<file path="src/rtl/bcd_adder.sv">
// Registered packed-BCD adder: DIGITS-wide ripple of per-digit decimal adders, one-cycle latency.
// Optional input-digit range detection on err is built only when BCD_ADDER_ERR_EN is defined.
module bcd_adder #(
    parameter int DIGITS = 1
) (
    input  logic                  clk,
    input  logic                  rst_n,
    input  logic                  in_valid,
    input  logic [4*DIGITS-1:0]   a,
    input  logic [4*DIGITS-1:0]   b,
    input  logic                  cin,
    output logic                  out_valid,
    output logic [4*DIGITS-1:0]   s,
    output logic                  c,
    output logic                  err
);

    logic [4*DIGITS-1:0] w_sum;
    logic                w_cout;

    // Each digit lives in its own scope so the carry chain is a set of
    // distinct nets rather than one self-referencing vector.
    for (genvar gi = 0; gi < DIGITS; gi++) begin : g_digit
        logic       w_cin_d;
        logic       w_cout_d;
        logic [4:0] w_z;
        logic [4:0] w_adj;

        if (gi == 0) begin : g_first
            assign w_cin_d = cin;
        end else begin : g_next
            assign w_cin_d = g_digit[gi-1].w_cout_d;
        end

        assign w_z      = {1'b0, a[4*gi +: 4]} + {1'b0, b[4*gi +: 4]} + {4'b0000, w_cin_d};
        assign w_cout_d = (w_z > 5'd9);
        assign w_adj    = w_z + 5'd6;
        assign w_sum[4*gi +: 4] = w_cout_d ? w_adj[3:0] : w_z[3:0];
    end

    assign w_cout = g_digit[DIGITS-1].w_cout_d;

    logic                r_out_valid;
    logic [4*DIGITS-1:0] r_s;
    logic                r_c;

    always_ff @(posedge clk or negedge rst_n) begin
        if (!rst_n) begin
            r_out_valid <= 1'b0;
            r_s         <= '0;
            r_c         <= 1'b0;
        end else begin
            r_out_valid <= in_valid;
            if (in_valid) begin
                r_s <= w_sum;
                r_c <= w_cout;
            end
        end
    end

    assign out_valid = r_out_valid;
    assign s         = r_s;
    assign c         = r_c;

`ifdef BCD_ADDER_ERR_EN
    logic [DIGITS-1:0] w_bad;
    logic              r_err;

    for (genvar gj = 0; gj < DIGITS; gj++) begin : g_range
        assign w_bad[gj] = (a[4*gj +: 4] > 4'd9) || (b[4*gj +: 4] > 4'd9);
    end

    always_ff @(posedge clk or negedge rst_n) begin
        if (!rst_n) begin
            r_err <= 1'b0;
        end else if (in_valid) begin
            r_err <= |w_bad;
        end
    end

    assign err = r_err;
`else
    assign err = 1'b0;
`endif

endmodule

</file>
<file path="config.mk">
export PLATFORM = sky130hd
export DESIGN_NAME = bcd_adder
export DESIGN_NICKNAME = d
export VERILOG_FILES = /design/src/rtl/bcd_adder.sv
export SDC_FILE = /design/constraint.sdc
export NUM_CORES = 1
export LEC_CHECK = 0
export ABC_AREA = 0
export BUFFER_PORTS_ARGS = -buffer_cell sky130_fd_sc_hd__buf_2
export CORE_AREA = 2 2 39 41
export DETAILED_ROUTE_END_ITERATION = 16
export DIE_AREA = 0 0 41 43
export PLACE_DENSITY = 0.67
export SYNTH_ARGS = -nofsm -noshare
export SYNTH_HDL_FRONTEND = slang
export SYNTH_SLANG_ARGS = --single-unit
export TNS_END_PERCENT = 10
</file>
<file path="constraint.sdc">
create_clock -name clk -period 1.1 [get_ports clk]
set_clock_uncertainty 0.2 [all_clocks]
set_input_delay 0.275 -clock clk [delete_from_list [all_inputs] [get_ports clk]]
set_output_delay 0.275 -clock clk [all_outputs]
set_load 0.02 [all_outputs]
</file>
==> flow_summary.json, run 1 <==
{
  "hp-start": "in_valid",
  "ys_ff_latch": 6,
  "cts.clk_slew.worst_paths_ns": 0.04,
  "ff2ff_path_depth": 3,
  "pre_cts_slack_ns": -1.62,
  "r2r-end": "s[1]",
  "min_period_over_period": 2.12,
  "ant_nets": 0,
  "wl_per_cell_um": 12.7,
  "die_y_um": 43,
  "syn_inst": 57,
  "slowest_delay_ns": 0.40,
  "yosysWarningCount": 0,
  "via_per_inst": 5.52,
  "cts-root-buf": "clkbuf_4",
  "placed_area_um2": 757,
  "design_area_um2": 858,
  "worstHoldPathType": "in -> reg",
  "synth_nets": 75,
  "gp_congestion": 0.793,
  "ir_drop_mv": 0.544,
  "drt_iter0_drc": 4,
  "coreArea_um2": 1380,
  "cp_top_family": "adder cells",
  "drt-total-wl_um": 1350,
  "grtUsageTotal": 0.180,
  "startpoint_type": "input port",
  "n_fill_cell": 121,
  "cap_violations": 0,
  "drv_slew": 0,
  "min_period_ns": 2.33,
  "min_to": "out_valid",
  "cp_common_cell": "fa_2",
  "crit_path_end_kind": "register",
  "clockBufferDepth": 2,
  "cts_tree": "built",
  "fmax_mhz": 428,
  "htreeDepth": 1,
  "clk_latency_ns": 0.25,
  "syn_area_um2": 534,
  "ys_types": 32,
  "dp.final_hpwl_um": 1030,
  "crit_type": "in -> reg",
  "worst-path-max-fanout": 5,
  "whs_ns": 0.106,
  "clkSinkCount": 6,
  "top_usage_layer": "met2",
  "grt_max_degree": 8,
  "status": "complete, but fails checks",
  "final_util": 0.620,
  "hold_violations": 0,
  "cp_num_buf_inv": 1,
  "met3_usage": 0.0314,
  "die_x_um": 41,
  "r2r_slack_ns": 0.02,
  "grt-ovfl-total": 0,
  "cp.required_ns": 1.05,
  "crit_arrival_ns": 2.29,
  "finalSetupViolCount": 11,
  "p_leak_nw": 0.400,
  "numCtsBuffers": 3,
  "dr.pass1.iters": 5,
  "syn_area_per_cell_um2": 9.37,
  "drive_gt1_frac": 0.556,
  "antenna_found_initial": 0,
  "ys_seq_area_frac": 0.281,
  "die-area_um2": 1760,
  "grt_pass1_wl_um": 2130,
  "cp.depth": 9,
  "io_buffers": 17,
  "rsz0062_at_grt": "yes",
  "drc_errors": 0,
  "grt_use_met1": 0.188,
  "final_nets": 110,
  "vias": 585,
  "hold_depth": 2,
  "met2_usage": 0.303,
  "violations": "negative setup slack",
  "post_cts_buffers": 0,
  "worst_path_max_delay_cell": "fa_2",
  "crit_chain": "buf_6 > fa_2 > fa_2 > xnor2_4 > ha_4 > nand2b_1 > a221oi_2 > a311oi_1 > a211oi_1",
  "grt_pass1_vias": 535,
  "syn_to_final_growth_pct": 60.7,
  "row_count": 14,
  "setup_slack_ns": -1.23,
  "r2r_start": "s[1]",
  "p_per_area_nw_per_um2": 1300,
  "initial_core_util": 0.386,
  "io_pins": 19,
  "antenna_cells": 0
}
## cell type report
cell class                 count  area (um2)  area share
clock buffer                   3        22.5      0.0262
inverter                       4        15.0      0.0175
multi-input combinational     45         425       0.496
sequential                     6         150       0.175
tap                           16        20.0      0.0233
timing repair buffer          32         225       0.262
## placed cells by master, fill, tap and decap left out, types with 2 or more instances in the layout
| master | netlist | final |
|---|---|---|
| nand3_1 | 2 | 2 |
| dfrtp_1 | 6 | 6 |
| buf_2 | 0 | 13 |
| inv_1 | 4 | 4 |
| a211oi_2 | 0 | 2 |
| nor2b_1 | 3 | 2 |
| nand2_1 | 2 | 2 |
| a21oi_1 | 2 | 2 |
| buf_4 | 1 | 14 |
| a31oi_1 | 2 | 2 |
| ha_1 | 4 | 3 |
| o2111ai_1 | 2 | 2 |
| clkbuf_4 | 0 | 3 |
| fa_2 | 0 | 2 |
| buf_6 | 0 | 4 |
| nor2_1 | 5 | 4 |
## routing by layer
| layer | vias to the layer above | wire (um) |
|---|---|---|
| li1 | 277 | - |
| met1 | 271 | 527 |
| met2 | 30 | 713 |
| met3 | 7 | 61 |
| met4 | 0 | 46 |
| met5 | - | 0 |
## synth_stat cells
cell | n | share of area
nand2_1 | 2 | 0.014
a211oi_1 | 3 | 0.042
nand3_1 | 2 | 0.019
a21oi_1 | 2 | 0.019
or4_1 | 1 | 0.014
a311oi_1 | 1 | 0.016
and3_4 | 1 | 0.021
a21oi_2 | 1 | 0.016
nand3b_1 | 1 | 0.014
a31o_2 | 1 | 0.016
mux2i_1 | 1 | 0.019
o21ai_0 | 1 | 0.0094
conb_1 | 1 | 0.0070
inv_1 | 4 | 0.028
fa_1 | 2 | 0.075
nand2b_1 | 1 | 0.012
buf_4 | 1 | 0.014
nand3_2 | 1 | 0.019
o2111ai_1 | 2 | 0.033
nor2_1 | 5 | 0.035
a21bo_2 | 1 | 0.019
dfrtp_1 | 6 | 0.28
xnor2_1 | 1 | 0.016
a221oi_1 | 1 | 0.016
mux2_2 | 1 | 0.021
ha_1 | 4 | 0.094
nor2b_1 | 3 | 0.035
a22o_1 | 1 | 0.016
o21bai_1 | 1 | 0.014
a31oi_1 | 2 | 0.023
nor3b_1 | 1 | 0.014
clkbuf_1 | 1 | 0.0070
## cells by family after synthesis
| kind of cell | after synthesis | share of synthesized area |
|---|---|---|
| AND/OR/NAND/NOR | 18 | 0.197 |
| other | 1 | 0.00702 |
| adder cells (fa/ha/maj) | 6 | 0.169 |
| multiplexers | 2 | 0.0398 |
| flip-flops | 6 | 0.281 |
| XOR/XNOR | 1 | 0.0164 |
| buffers and inverters | 6 | 0.0492 |
| AO/OA/AOI/OAI | 17 | 0.241 |
## flip-flops by register name, indices dropped and copies added (netlist names)
register   cells
s              4
c              1
out_valid      1
## power by group
group / total (mW) / switching (mW) / internal [mW]
registers: 0.299 / 0.0271 / 0.272
logic: 0.610 / 0.305 / 0.305
clock network: 0.205 / 0.0811 / 0.123
total: 1.11 / 0.413 / 0.701
## metrics by stage
step	cells	setup TNS (ns)	total power, mW
after CTS	106	-5.43	1.09
after detailed placement	102	-6.31	0.823
after global placement	102	-6.06	0.805
final	106	-5.46	1.11
after floorplan	57	-5.28	0.632
after global routing	106	-6.05	1.20
## what timing repair did
action                                  in CTS  in global routing
gates resized for setup                      8                  6
hold buffers                                 1                  0
endpoints found under the setup margin      11                 11
pin swaps                                    9                  0
endpoints found under the hold margin        6                  0
## how the worst max path moves through the flow
stage	from	end	slack, ns
floorplan	cin	s[2]	-1.34
global placement	cin	s[2]	-1.51
detailed placement	cin	s[2]	-1.62
CTS	a[0]	s[2]	-1.25
global route	a[0]	s[2]	-1.42
finish	a[0]	s[2]	-1.23
No activity file was read; power rests on OpenSTA's default activity.
==> inputs of run 2 (changes only) <==
- MAX_ROUTING_LAYER: not set -> met4
==> run 2 against run 1 <==
The run still ends with negative setup slack left. Global-route usage grew 0.45 points. Clock power grew 5%. Largest power group unchanged. Count of clock-buffer cells in the layout is the same. Routed wire length grew 1.1%.
==> flow_summary.json, run 2 (synthesized netlist as in run 1, its figures left out) <==
{
  "largest_reg_flops": 4,
  "row_count": 14,
  "min_period_over_period": 2.18,
  "grt_max_degree": 8,
  "status": "complete, but fails checks",
  "cp.required_ns": 1.02,
  "final_nets": 110,
  "min_period_ns": 2.39,
  "seqPwrFrac": 0.266,
  "clkSinkCount": 6,
  "grt_pass1_wl_um": 2130,
  "htreeDepth": 1,
  "cap_violations": 0,
  "dr.pass1.iters": 4,
  "antenna_found_initial": 0,
  "via_per_inst": 5.56,
  "crit_type": "in -> reg",
  "vias": 589,
  "wirelength_met1_um": 522,
  "wl_met3_um": 88,
  "p_int_mw": 0.701,
  "p_leak_nw": 0.400,
  "startpoint_type": "input port",
  "coreArea_um2": 1380,
  "io_pins": 19,
  "combPwrFrac": 0.542,
  "crit_path_end_kind": "register",
  "ant_nets": 0,
  "post_cts_buffers": 0,
  "power.switching_mw": 0.422,
  "grt-ovfl-total": 0,
  "final_util": 0.620,
  "violations": "negative setup slack",
  "dp.final_hpwl_um": 1030,
  "regArea_um2": 150,
  "drive_gt1_frac": 0.556,
  "initial_core_util": 0.386,
  "n_fill_cell": 121,
  "clk_latency_ns": 0.25,
  "p_per_area_nw_per_um2": 1310,
  "rsz0062_at_grt": "yes",
  "sw_frac_of_total": 0.376,
  "worst-path-max-fanout": 5,
  "finalSetupTns_ns": -5.49,
  "hold_violations": 0,
  "cts-root-buf": "clkbuf_4",
  "fmax_mhz": 418,
  "grtUsageTotal": 0.185,
  "layout_common_cells": "buf_4, buf_2, dfrtp_1",
  "die_y_um": 43,
  "die_x_um": 41,
  "worstHoldPathType": "in -> reg",
  "io_buffers": 17,
  "antenna_cells": 0,
  "layout_commonest_cell": "buf_4",
  "drt-total-wl_um": 1360,
  "drt_iter0_drc": 4,
  "highest_layer": "met4",
  "drv_slew": 0,
  "syn_to_final_growth_pct": 60.7,
  "drc_errors": 0,
  "gp_congestion": 0.804,
  "cts.clk_slew.worst_paths_ns": 0.05,
  "grt_pass1_vias": 536,
  "numCtsBuffers": 3,
  "wl_met2_um": 699,
  "wl_per_cell_um": 12.9,
  "multi_input_area_um2": 425,
  "power.clock.fraction": 0.192,
  "ir_drop_mv": 0.550,
  "clockBufferDepth": 2,
  "finalSetupViolCount": 11,
  "die-area_um2": 1760,
  "crit_arrival_ns": 2.31,
  "cts_tree": "built",
  "setup_slack_ns": -1.29
}
run 2: cell counts in the layout (fill, tap and decap cells not counted):
Identical to the previous run, type by type.
run 2: worst paths after layout:
| kind | from | endpoint | slack [ns] | depth (start not counted) |
|---|---|---|---|---|
| max | a[0] | s[2] | -1.29 | 9 |
| min | in_valid | out_valid | 0.1 | 2 |
| max reg2reg | s[1] | s[1] | 0.03 | 3 |
| min reg2reg | s[0] | s[0] | 0.34 | 1 |
| max in group asynchronous | rst_n | s[2] | 0.38 | 2 |
| min in group asynchronous | rst_n | s[0] | 0.18 | 2 |
run 2: power by group through the flow:
stage,Clock (mW),Combinational (mW),Sequential (mW)
6_report,0.215,0.609,0.299
3_5_place_dp,0,0.526,0.298
2_1_floorplan,0,0.271,0.361
3_3_place_gp,0,0.513,0.293
4_1_cts,0.207,0.584,0.295
5_1_grt,0.226,0.667,0.306
run 2: worst max-delay path: stages:
cell	delay, ns
buf_6	0.09
fa_2	0.39
fa_2	0.54
inv_1	0.07
ha_4	0.19
nor3b_2	0.17
mux2i_1	0.11
a311oi_1	0.34
a211oi_1	0.12
run 2: repair_timing:
action / CTS / global route
endpoints found under the hold margin: 6 / 0
pin swaps: 9 / 0
resized for setup: 8 / 6
cloned: 0 / 0
hold buffers: 1 / 0
endpoints found under the setup margin: 11 / 11
run 2: cell type report:
| type | instances | area share |
|---|---|---|
| clock buffers | 3 | 0.0262 |
| well taps | 16 | 0.0233 |
| inverters | 4 | 0.0175 |
| multi-input cells | 45 | 0.496 |
| repair buffers | 32 | 0.262 |
| flip-flops and latches | 6 | 0.175 |
run 2: through the flow:
| stage | cells | hold slack, ns | worst slack, ns | area [um2] | power [mW] |
|---|---|---|---|---|---|
| 3_5_place_dp | 102 | -0.0969 | -1.62 | 757 | 0.823 |
| 3_3_place_gp | 102 | -0.0998 | -1.51 | 757 | 0.805 |
| 5_1_grt | 106 | 0.112 | -1.42 | 858 | 1.20 |
| 2_1_floorplan | 57 | -0.221 | -1.34 | 558 | 0.632 |
| 4_1_cts | 106 | 0.107 | -1.25 | 840 | 1.09 |
| 6_report | 106 | 0.0953 | -1.29 | 858 | 1.12 |
run 2: per-layer routing:
layer,vias up,global-route usage
li1,277,-
met1,271,0.188
met2,34,0.303
met3,7,0.0314
met4,0,0.120
met5,-,-
==> inputs of run 3 (changes only) <==
- CORE_AREA: 2 2 39 41 -> not set
- CORE_MARGIN: not set -> 2
- CORE_UTILIZATION: not set -> 25
- DIE_AREA: 0 0 41 43 -> not set
- GPL_TIMING_DRIVEN: not set -> 1
- PLACE_DENSITY: 0.67 -> not set
==> run 3 against run 2 <==
The flow still finishes with violations (negative setup slack). Non-clock buffer count up 2. Hold slack better by 0.040 ns. Flip-flop and latch count is the same. Total power fell by 2.0%. Combinational power decreased by 0.7%. Final cell count is 12% higher. First-iteration DRC count shrank 75%. Setup slack improved by 0.16 ns. Global-route usage shrank 6.7 points. Sequential power is essentially flat. Critical path type unchanged. Largest cell class unchanged. Highest routed layer unchanged.
==> flow_summary.json, run 3 (synthesized netlist as in run 1, its figures left out) <==
{
  "crit_chain": "buf_6 > fa_2 > fa_2 > inv_2 > ha_4 > nor3b_2 > mux2i_1 > a311oi_1 > a211oi_1",
  "status": "complete, but fails checks",
  "io_buffers": 17,
  "clockBufferDepth": 2,
  "clk_latency_ns": 0.24,
  "worst-path-max-fanout": 5,
  "ant_nets": 0,
  "r2r_start": "s[1]",
  "largest_reg_flops": 4,
  "htreeDepth": 1,
  "antenna_cells": 0,
  "numCtsBuffers": 3,
  "cp.required_ns": 1.02,
  "crit_path_end_kind": "register",
  "coreArea_um2": 1980,
  "cp_top_family": "adder cells",
  "p_leak_nw": 0.408,
  "r2r_slack_ns": 0.07,
  "crit_type": "in -> reg",
  "finalSetupViolCount": 11,
  "clkSinkCount": 6,
  "cp.depth": 9,
  "io_pins": 19,
  "row_count": 16,
  "die_x_um": 50.2,
  "fmax_mhz": 448,
  "crit_arrival_ns": 2.15,
  "final_nets": 112,
  "min_period_ns": 2.23,
  "syn_to_final_growth_pct": 64.4,
  "cap_violations": 0,
  "cts.clk_slew.worst_paths_ns": 0.05,
  "initial_core_util": 0.270,
  "antenna_found_initial": 0,
  "startpoint_type": "input port",
  "drt_iter0_drc": 1,
  "layout_common_cells": "buf_2, buf_4, dfrtp_1",
  "place_inst": 114,
  "rsz0062_at_grt": "yes",
  "cp_common_cell": "fa_2",
  "wl_met3_um": 47,
  "r2r-end": "s[1]",
  "min_to": "out_valid",
  "design_area_um2": 878,
  "p_per_area_nw_per_um2": 1250,
  "drc_errors": 0,
  "ff2ff_path_depth": 3,
  "cts_tree": "built",
  "grt_pass1_wl_um": 2210,
  "hold_violations": 0,
  "cp_num_buf_inv": 2,
  "drive_gt1_frac": 0.587,
  "cts-root-buf": "clkbuf_4",
  "setup_slack_ns": -1.13,
  "drv_slew": 0,
  "final_util": 0.443,
  "stdcell_count": 119,
  "hold_depth": 2,
  "grt_pass1_vias": 518,
  "worstHoldPathType": "in -> reg",
  "die_y_um": 50.2,
  "grt_max_degree": 10,
  "violations": "negative setup slack",
  "min_period_over_period": 2.03,
  "via_per_inst": 4.51,
  "dr.pass1.iters": 2,
  "wirelength_met1_um": 537,
  "gp_congestion": 0.828,
  "whs_ns": 0.135,
  "vias": 537,
  "slowest_delay_ns": 0.55,
  "wl_met2_um": 585,
  "highest_layer": "met4",
  "grtUsageTotal": 0.117,
  "wl_per_cell_um": 10.2,
  "worst_path_max_delay_cell": "fa_2",
  "ir_drop_mv": 0.524,
  "die-area_um2": 2520,
  "placed_area_um2": 778,
  "hp-start": "in_valid",
  "dp.final_hpwl_um": 1030,
  "drt-total-wl_um": 1210,
  "grt-ovfl-total": 0
}
-- run 3: changes by cell type in the layout (fill, tap and decap cells not counted) --
cell / change
mux2_2: -1
o21ai_1: +1
o21ai_0: -1
o2111ai_2: +1
inv_1: -1
inv_2: +1
o2111ai_1: -1
buf_6: -3
buf_2: +3
mux2_4: +1
buf_4: +2
-- run 3: final cells by class --
type                            instances  area [um2]
Multi-Input combinational cell         45         435
Fill cell                             197        1100
Tap cell                               27        33.8
Sequential cell                         6         150
Timing Repair Buffer                   34         221
Clock buffer                            3        22.5
Inverter                                4        15.0
-- run 3: worst max-delay path by stage --
stage | slack [ns] | startpoint | to
4_1_cts | -1.15 | a[0] | s[2]
3_5_place_dp | -1.53 | cin | s[2]
6_report | -1.13 | a[0] | s[2]
5_1_grt | -1.28 | a[0] | s[2]
3_3_place_gp | -1.50 | cin | s[2]
2_1_floorplan | -1.34 | cin | s[2]
-- run 3: routing by layer --
metal | track usage | vias up
li1 | - | 279
met1 | 0.142 | 239
met2 | 0.184 | 15
met3 | 0.00893 | 4
met4 | 0.0833 | 0
met5 | - | -
-- run 3: through the flow --
step                total power, mW  setup TNS [ns]  setup WS, ns
detailed placement            0.826           -6.18         -1.53
global placement              0.819           -6.05         -1.50
floorplan                     0.632           -5.28         -1.34
CTS                            1.08           -5.32         -1.15
finish                         1.10           -5.17         -1.13
global route                   1.18           -5.75         -1.28
-- run 3: timing repair --
action / 4_1_cts / 5_1_grt
buffers inserted: 1 / 0
endpoints found under the hold margin: 6 / 0
hold buffers: 1 / 0
pin swaps: 5 / 1
setup endpoints to repair: 11 / 11
gates resized for setup: 7 / 5
-- run 3: report_power, final --
| group | switching [mW] | leakage (nW) | internal [mW] |
|---|---|---|---|
| Clock | 0.0769 | 0.0138 | 0.123 |
| Sequential | 0.0238 | 0.0707 | 0.272 |
| Combinational | 0.300 | 0.323 | 0.305 |
